**src/rtl/pos_read_controller.sv**
```systemverilog
// Read-side sequencer for one PE's position datapath: walks the count words, then every
// (reference, neighbor slot, phase) triple, and closes each sweep and the job with past-the-end IDs.
module pos_read_controller #(
    parameter int PARTICLE_ID_WIDTH = 7,
    parameter int WAIT_CYCLES       = 2
) (
    input  logic                         clk,
    input  logic                         rst,
    input  logic                         start,
    input  logic                         back_pressure,
    input  logic [PARTICLE_ID_WIDTH-1:0] ref_particle_count,
    output logic [PARTICLE_ID_WIDTH-1:0] rd_addr,
    output logic                         phase,
    output logic                         reading_particle_num,
    output logic                         pause_reading,
    output logic [PARTICLE_ID_WIDTH-1:0] particle_id,
    output logic [PARTICLE_ID_WIDTH-1:0] ref_id,
    output logic                         busy,
    output logic                         done,
    output logic                         count_err
);

    localparam int W   = PARTICLE_ID_WIDTH;
    localparam int WCW = (WAIT_CYCLES > 1) ? $clog2(WAIT_CYCLES) : 1;
    localparam logic [WCW-1:0] WAIT_LAST = WCW'(WAIT_CYCLES - 1);
    localparam logic [W-1:0]   CNT_MAX   = '1;

    typedef enum logic [2:0] {
        S_IDLE, S_READ_NUM, S_WAIT, S_SWEEP, S_END_SWEEP, S_FINISH, S_DONE
    } state_e;

    state_e         state_q, state_d;
    logic [W-1:0]   rd_addr_q, rd_addr_d;
    logic [W-1:0]   particle_id_q, particle_id_d;
    logic [W-1:0]   ref_id_q, ref_id_d;
    logic [W-1:0]   cnt_q, cnt_d;
    logic [WCW-1:0] wait_cnt_q, wait_cnt_d;
    logic           phase_q, phase_d;
    logic           rnum_q, rnum_d;
    logic           pause_q, pause_d;
    logic           busy_q, busy_d;
    logic           done_q, done_d;
    logic           count_err_q, count_err_d;
    logic           frozen;

    always_ff @(posedge clk) begin
        // NOTE: sequential state uses non-blocking assignments so every flop samples pre-edge values.
        if (rst) begin
            state_q       <= S_IDLE;
            rd_addr_q     <= '0;
            particle_id_q <= '0;
            ref_id_q      <= '0;
            cnt_q         <= '0;
            wait_cnt_q    <= '0;
            phase_q       <= 1'b0;
            rnum_q        <= 1'b0;
            pause_q       <= 1'b0;
            busy_q        <= 1'b0;
            done_q        <= 1'b0;
            count_err_q   <= 1'b0;
        end else begin
            state_q       <= state_d;
            rd_addr_q     <= rd_addr_d;
            particle_id_q <= particle_id_d;
            ref_id_q      <= ref_id_d;
            cnt_q         <= cnt_d;
            wait_cnt_q    <= wait_cnt_d;
            phase_q       <= phase_d;
            rnum_q        <= rnum_d;
            pause_q       <= pause_d;
            busy_q        <= busy_d;
            done_q        <= done_d;
            count_err_q   <= count_err_d;
        end
    end

    // A registered pause freezes the read stream everywhere except IDLE and DONE.
    assign frozen = pause_q && (state_q != S_IDLE) && (state_q != S_DONE);

    always_comb begin
        // NOTE: every signal gets its hold value first so no path through the case infers a latch.
        state_d       = state_q;
        rd_addr_d     = rd_addr_q;
        particle_id_d = particle_id_q;
        ref_id_d      = ref_id_q;
        cnt_d         = cnt_q;
        wait_cnt_d    = wait_cnt_q;
        phase_d       = phase_q;
        rnum_d        = rnum_q;
        count_err_d   = count_err_q;
        pause_d       = back_pressure;

        if (!frozen) begin
            unique case (state_q)
                S_IDLE: begin
                    if (start) begin
                        state_d       = S_READ_NUM;
                        rnum_d        = 1'b1;
                        rd_addr_d     = '0;
                        phase_d       = 1'b0;
                        particle_id_d = '0;
                        ref_id_d      = '0;
                    end
                end
                S_READ_NUM: begin
                    if (!phase_q) begin
                        phase_d = 1'b1;
                    end else begin
                        state_d    = S_WAIT;
                        phase_d    = 1'b0;
                        rnum_d     = 1'b0;
                        wait_cnt_d = '0;
                    end
                end
                S_WAIT: begin
                    if (wait_cnt_q == WAIT_LAST) begin
                        cnt_d = ref_particle_count;
                        if (ref_particle_count == '0) begin
                            state_d = S_DONE;
                        end else if (ref_particle_count == CNT_MAX) begin
                            // cnt+1 would wrap, so the past-the-end IDs could not be formed.
                            count_err_d = 1'b1;
                            state_d     = S_DONE;
                        end else begin
                            state_d       = S_SWEEP;
                            ref_id_d      = W'(1);
                            particle_id_d = W'(1);
                            rd_addr_d     = W'(1);
                            phase_d       = 1'b0;
                        end
                    end else begin
                        wait_cnt_d = wait_cnt_q + 1'b1;
                    end
                end
                S_SWEEP: begin
                    if (!phase_q) begin
                        phase_d = 1'b1;
                    end else begin
                        phase_d       = 1'b0;
                        particle_id_d = particle_id_q + 1'b1;
                        rd_addr_d     = particle_id_q + 1'b1;
                        if (particle_id_q == cnt_q) begin
                            state_d = S_END_SWEEP;
                        end
                    end
                end
                S_END_SWEEP: begin
                    if (ref_id_q < cnt_q) begin
                        state_d       = S_SWEEP;
                        ref_id_d      = ref_id_q + 1'b1;
                        particle_id_d = W'(1);
                        rd_addr_d     = W'(1);
                        phase_d       = 1'b0;
                    end else begin
                        state_d  = S_FINISH;
                        ref_id_d = cnt_q + 1'b1;
                    end
                end
                S_FINISH: begin
                    state_d = S_DONE;
                end
                S_DONE: begin
                    state_d       = S_IDLE;
                    rd_addr_d     = '0;
                    particle_id_d = '0;
                    ref_id_d      = '0;
                    phase_d       = 1'b0;
                    rnum_d        = 1'b0;
                end
                default: begin
                    state_d = S_IDLE;
                end
            endcase
        end

        busy_d = (state_d != S_IDLE);
        done_d = (state_d == S_DONE);
    end

    assign rd_addr              = rd_addr_q;
    assign phase                = phase_q;
    assign reading_particle_num = rnum_q;
    assign pause_reading        = pause_q;
    assign particle_id          = particle_id_q;
    assign ref_id               = ref_id_q;
    assign busy                 = busy_q;
    assign done                 = done_q;
    assign count_err            = count_err_q;

endmodule

```
**config.mk**
```make
export PLATFORM = sky130hd
export DESIGN_NAME = pos_read_controller
export DESIGN_NICKNAME = d
export VERILOG_FILES = /design/src/rtl/pos_read_controller.sv
export SDC_FILE = /design/constraint.sdc
export NUM_CORES = 1
export LEC_CHECK = 0
export BUFFER_PORTS_ARGS = -buffer_cell sky130_fd_sc_hd__buf_4
export CORE_ASPECT_RATIO = 0.75
export CORE_MARGIN = 5
export CORE_UTILIZATION = 42
export DETAILED_ROUTE_END_ITERATION = 12
export PLACE_DENSITY = 0.59
export SLEW_MARGIN = 30
export SYNTH_ARGS = -nofsm -noshare
export SYNTH_HDL_FRONTEND = slang
export SYNTH_SLANG_ARGS = --single-unit
export TNS_END_PERCENT = 5
```
**constraint.sdc**
```tcl
create_clock -name clk -period 3.4 [get_ports clk]
set_input_delay 1.02 -clock clk [delete_from_list [all_inputs] [get_ports clk]]
set_output_delay 1.02 -clock clk [all_outputs]
set_load 0.1 [all_outputs]
```
=== After elaboration in Yosys (flattened, before gate mapping) ===
Cells that the tools add are included.

* Mux-type cells: 31
* Bitwise logic cells: 2
* Reductions and logical operators: 19
* $add $sub $neg: 4
* Equality and inequality tests: 17
* $lt $le $gt $ge: 1

{| class="wikitable"
|+ Operators by type and width
! operator !! count
|-
| 2-to-1 mux 7 bit || 7
|-
| case mux 7 bit (5 select lines) || 1
|-
| case mux 7 bit (4 select lines) || 1
|-
| 2-to-1 mux 3 bit || 9
|-
| adder 7 x 1 -> 7 bit (second input constant) || 3
|-
| case mux 3 bit (6 select lines) || 1
|-
| != test 2 bit (second input constant) || 7
|-
| == test 3 bit (second input constant) || 4
|-
| nonzero test 5 bit || 2
|-
| 2-to-1 mux 1 bit || 9
|-
| nonzero test 3 bit || 3
|-
| AND reduction 8 bit || 1
|-
| == test 7 bit || 1
|-
| == test 7 bit (second input constant) || 1
|-
| zero test 7 bit || 1
|-
| < comparator 7 bit || 1
|-
| AND reduction 7 bit || 1
|-
| == test 3 x 2 -> 1 bit (second input constant) || 2
|-
| AND reduction 3 bit || 2
|-
| AND reduction 6 bit || 1
|-
| case mux 1 bit (5 select lines) || 1
|-
| AND reduction 5 bit || 1
|-
| AND reduction 4 bit || 1
|-
| nonzero test 4 bit || 1
|-
| 10 further kinds || 12
|}

* Word-level logic and storage cells: 85
* Output and inout bits: 27
* Bits in registers: 31
* Input bits: 11

=== Longest topological paths before layout ===
* Depth in word-level cells: 7
* Gate-level depth with buffers: 14
* Depth with buffers taken out: 13

=== Least setup slack after synthesis ===
OpenSTA, ideal clock, no wires.

* Kind: reg2reg
* From: reg ref_id_q[4] (netlist: ref_id[4])
* To: reg ref_id_q[6] (netlist: ref_id[6])
* Setup slack: -0.339 ns
* Period minus slack after synthesis: 3.739 ns
* Buffers on the path: 1
* Setup time: 0.128 ns
* Cell stages (with the launch flop): 14
* Arrival time: 3.612 ns
* Required time: 3.272 ns
* Path through: dfxtp_1 > ha_1 > a21o_1 > a211o_1 > a41oi_1 > nor2_1 > buf_2 > mux2_2 > ha_1 > and3_1 > and3_1 > nor2b_1 > mux2i_1 > o2bb2ai_1

* Word-level cells in the longest chain between the ends: 3
* Elaborated cells on any way between the ends: 4
* Classes of those cells: 1 x add/sub; 1 x order compare; 2 x mux

{| class="wikitable"
|+ RTL lines
! element !! RTL line !! text
|-
| from (decl) || 35 || <nowiki>logic [W-1:0] ref_id_q, ref_id_d;</nowiki>
|-
| from (signal assigned) || 65 || <nowiki>ref_id_q <= ref_id_d;</nowiki>
|-
| adder 7 x 1 -> 7 bit / < comparator 7 bit (equally long branches) || 150, 148 ||
|-
| 2-to-1 mux 7 bit * || 148 || <nowiki>if (ref_id_q < cnt_q) begin</nowiki>
|-
| case mux 7 bit (4 select lines) * || 94 || <nowiki>unique case (state_q)</nowiki>
|}

Every way passes the cells marked *; elsewhere a longest branch is shown, timed or not.
A chain may end at the register's enable or synchronous reset.

=== Worst setup path in the final report ===
* From: reg cnt_q[4]
* To: reg ref_id_q[6] (netlist: ref_id[6])

* Word-level cells in the longest chain between the ends: 3
* Elaborated cells on any way between the ends: 4
* Classes of those cells: 1 x add/sub; 1 x order compare; 2 x mux

{| class="wikitable"
|+ RTL lines
! element !! RTL line !! text
|-
| from (decl) || 36 || <nowiki>logic [W-1:0] cnt_q, cnt_d;</nowiki>
|-
| from (signal assigned) || 66 || <nowiki>cnt_q <= cnt_d;</nowiki>
|-
| adder 7 x 1 -> 7 bit / < comparator 7 bit (equally long branches) || 156, 148 ||
|-
| 2-to-1 mux 7 bit * || 148 ||
|-
| case mux 7 bit (4 select lines) * || 94 ||
|}

Marks and branches as above.

==> results by group <==
Setup path
  – CP Capture Type: register
  – Worst path required time: 3.64 ns
  – Worst setup SP type: register
  – CP Class: reg -> reg
  – CP Max Fanout: 6
  – WP data arrival: 3.37 ns

Drt
  – Routed WL: 5.44 mm
  – Avg WL per Cell: 15.8 um
  – Initial DRC Count: 109
  – DRT Pass-1 Iters: 4
  – Via count: 1952
  – Antenna Nets Post-Route: 0
  – DR vias/cell: 5.67
  – DRC viols: 0

Die
  – Core Rows: 22
  – DIE AREA: 6430 sq um
  – Die Y-Extent: 70.7 um
  – Core area: 4820 sq um
  – Ports: 38
  – Initial core utilization: 42.8%
  – Die width: 90.9 um

Finish
  – Ant. Diodes: 0
  – Layout overhead on the synthesized area: 20.9%
  – Fillers: 483
  – Share of layout cells above drive strength 1: 23.6%
  – Final Instance Area: 2490 sq um
  – Layout net count: 302

Clock network
  – Clk Latency, worst-skew pair: 0.30 ns
  – CTS Buffer Depth: 2
  – Clk pin slew, worst setup/hold paths: 0.07 ns
  – # Post-CTS Setup Buffers: 0
  – Root Driver: clkbuf_8
  – TritonCTS clock tree: built
  – Clk sinks: 31
  – Cts repair resizes: 0
  – Hold_buf cts: 0
  – CTS Buf Count: 5
  – H-tree levels: 2

Synthesis
  – Post-synth top flop: dfxtp_1
  – Net Count, Synth: 269
  – Ys Warns: 0
  – Cell with the most instances after synthesis: dfxtp_1
  – Netlist cell types: 53
  – Synth Area per Inst: 8.25 sq um
  – Post-synthesis cell count: 250
  – Post-synth top area share: 30.1%
  – Post-synth top area cell: dfxtp_1
  – Commonest cells in the netlist: dfxtp_1, nor2_1, nand2_1
  – Ys async rst share: 0%
  – Post-synth EDFFs: 0
  – Main area contributors after synthesis: dfxtp_1, mux2i_1, ha_1, nor2_1, nor2b_1
  – Seq/Total Area, Yosys: 30.1%
  – FF+latch count, synth: 31
  – Mapped cell area: 2060 sq um

Outcome
  – Outcome: finished clean

Power
  – Static Leak: 0.00107 uW
  – Pwr Density: 353 nW/um^2
  – Tot Pwr: 880 uW
  – VDD IR max: 0.263 mV

Global routing
  – Vias in the first global route: 1803
  – GRT Overall Usage: 17.5%
  – Grt ovf: 0
  – Largest net degree at the start of global routing: 30
  – Global-route wire length before repair: 9.05 mm
  – Initial antenna violation count: 0

Placement
  – Post-place instance area: 2380 sq um
  – Setup slack at placement: 0.279 ns
  – IO buf count: 37
  – Hpwl dp: 4.07 mm
  – Gpl congestion: 0.879

Timing
  – Fin Clk Skew: 0.00700 ns
  – Slack of the critical path: 0.266 ns
  – Setup TNS: 0 ns
  – Final setup fails: 0
  – RSZ-0062 raised after global routing: false
  – Max frequency: 319 MHz
  – Max-slew violations: 0
  – Minimum clock period: 3.13 ns
  – Period utilisation layout: 92.2%
  – Tightest Pin Transition: 0.523 ns
  – Fin. Hold Viols: 0
  – Worst rel slew slack: 65.1%

Job
  – Max cap viols: 0

Worst hold path
  – Worst Hold Class: reg -> reg
-- path summary, 6_finish.rpt --
kind,cells past startpoint,startpoint,endpoint,slack (ns)
worst min-delay path,2,count_err,count_err,0.47
worst max-delay path,12,cnt_q[4],ref_id[6],0.27
worst min register to register,2,count_err,count_err,0.47
worst max register to register,12,cnt_q[4],ref_id[6],0.27
-- state kept, by name, indices dropped and copies added (netlist names) --
name and cells:
done 1, cnt_q 7, wait_cnt_q 1, pause_reading 1, busy 1, ref_id 7, particle_id 7, phase 1
count_err 1, state_q 3, reading_particle_num 1
-- metal layers --
layer | up-vias | global-route usage, % | share of wire, %
li1 | 983 | - | -
met1 | 913 | 26.0 | 52
met2 | 48 | 24.1 | 40
met3 | 8 | 4.57 | 6.0
met4 | 0 | 6.35 | 1.6
met5 | - | 0 | 0
-- stage by stage --
stage	utilization, %	instances	hold WS (ns)
2_1_floorplan	-	250	0.487
3_3_place_gp	49.4	336	0.460
3_5_place_dp	49.4	336	0.466
4_1_cts	51.7	344	0.485
5_1_grt	51.7	344	0.524
6_report	51.7	344	0.473
-- final cells by class --
class | instances | area [sq um] | area share, %
Sequential cell | 31 | 627 | 25.2
Inverter | 13 | 48.8 | 1.96
Clock inverter | 3 | 43.8 | 1.76
Multi-Input combinational cell | 187 | 1290 | 51.8
Clock buffer | 5 | 68.8 | 2.76
Tap cell | 60 | 75.1 | 3.01
Timing Repair Buffer | 45 | 338 | 13.6
-- critical path, cell delays in order, from the launching register on --
cell       delay [ns]
dfxtp_1          0.42
inv_1            0.09
ha_1             0.29
a21o_1           0.18
a211o_1          0.28
a41oi_1          0.30
nor2_1           0.14
mux2_2           0.31
ha_1             0.27
and3_1           0.24
and3_1           0.19
o32ai_1          0.22
o2bb2ai_1        0.14
-- cells in the final DEF, fill, tap and decap left out, types with 2 or more instances in the layout --
cell	count
o21ai_0	6
o22a_1	2
and3_1	6
mux2i_1	12
a311oi_1	2
a31oi_1	2
o21ai_1	3
o32ai_1	5
and2_1	2
dfxtp_2	5
or3_1	2
xnor2_1	4
buf_4	45
nand2_1	14
o221ai_1	2
nor2b_1	11
nor2_1	20
clkbuf_8	5
nor4b_1	2
nand2b_1	5
nor4_1	6
a21oi_1	13
nand4_1	3
dfxtp_1	26
inv_1	13
a211oi_1	3
o211ai_1	2
o41ai_1	2
a211o_1	2
a41oi_1	2
xor2_1	7
nor3_1	6
o21a_1	3
nor3b_1	2
ha_1	8
nand3_1	7
o2bb2ai_1	4
mux2_2	2
-- logic make-up after synthesis --
| group | after synthesis | synth area share, % |
|---|---|---|
| simple gates | 92 | 24.3 |
| compound gates | 62 | 21.6 |
| mux | 14 | 6.92 |
| flops | 31 | 30.1 |
| fa+ha+maj | 8 | 4.85 |
| xor+xnor | 11 | 4.67 |
| buf+inv | 32 | 7.58 |
-- power breakdown --
part / total [uW] / internal, uW / switching, uW / leakage [uW]
registers: 378 / 370 / 8.11 / 0.000254
logic: 129 / 41.7 / 87.5 / 0.000761
clock network: 373 / 218 / 155 / 0.0000581
No activity file was read; power rests on OpenSTA's default activity.
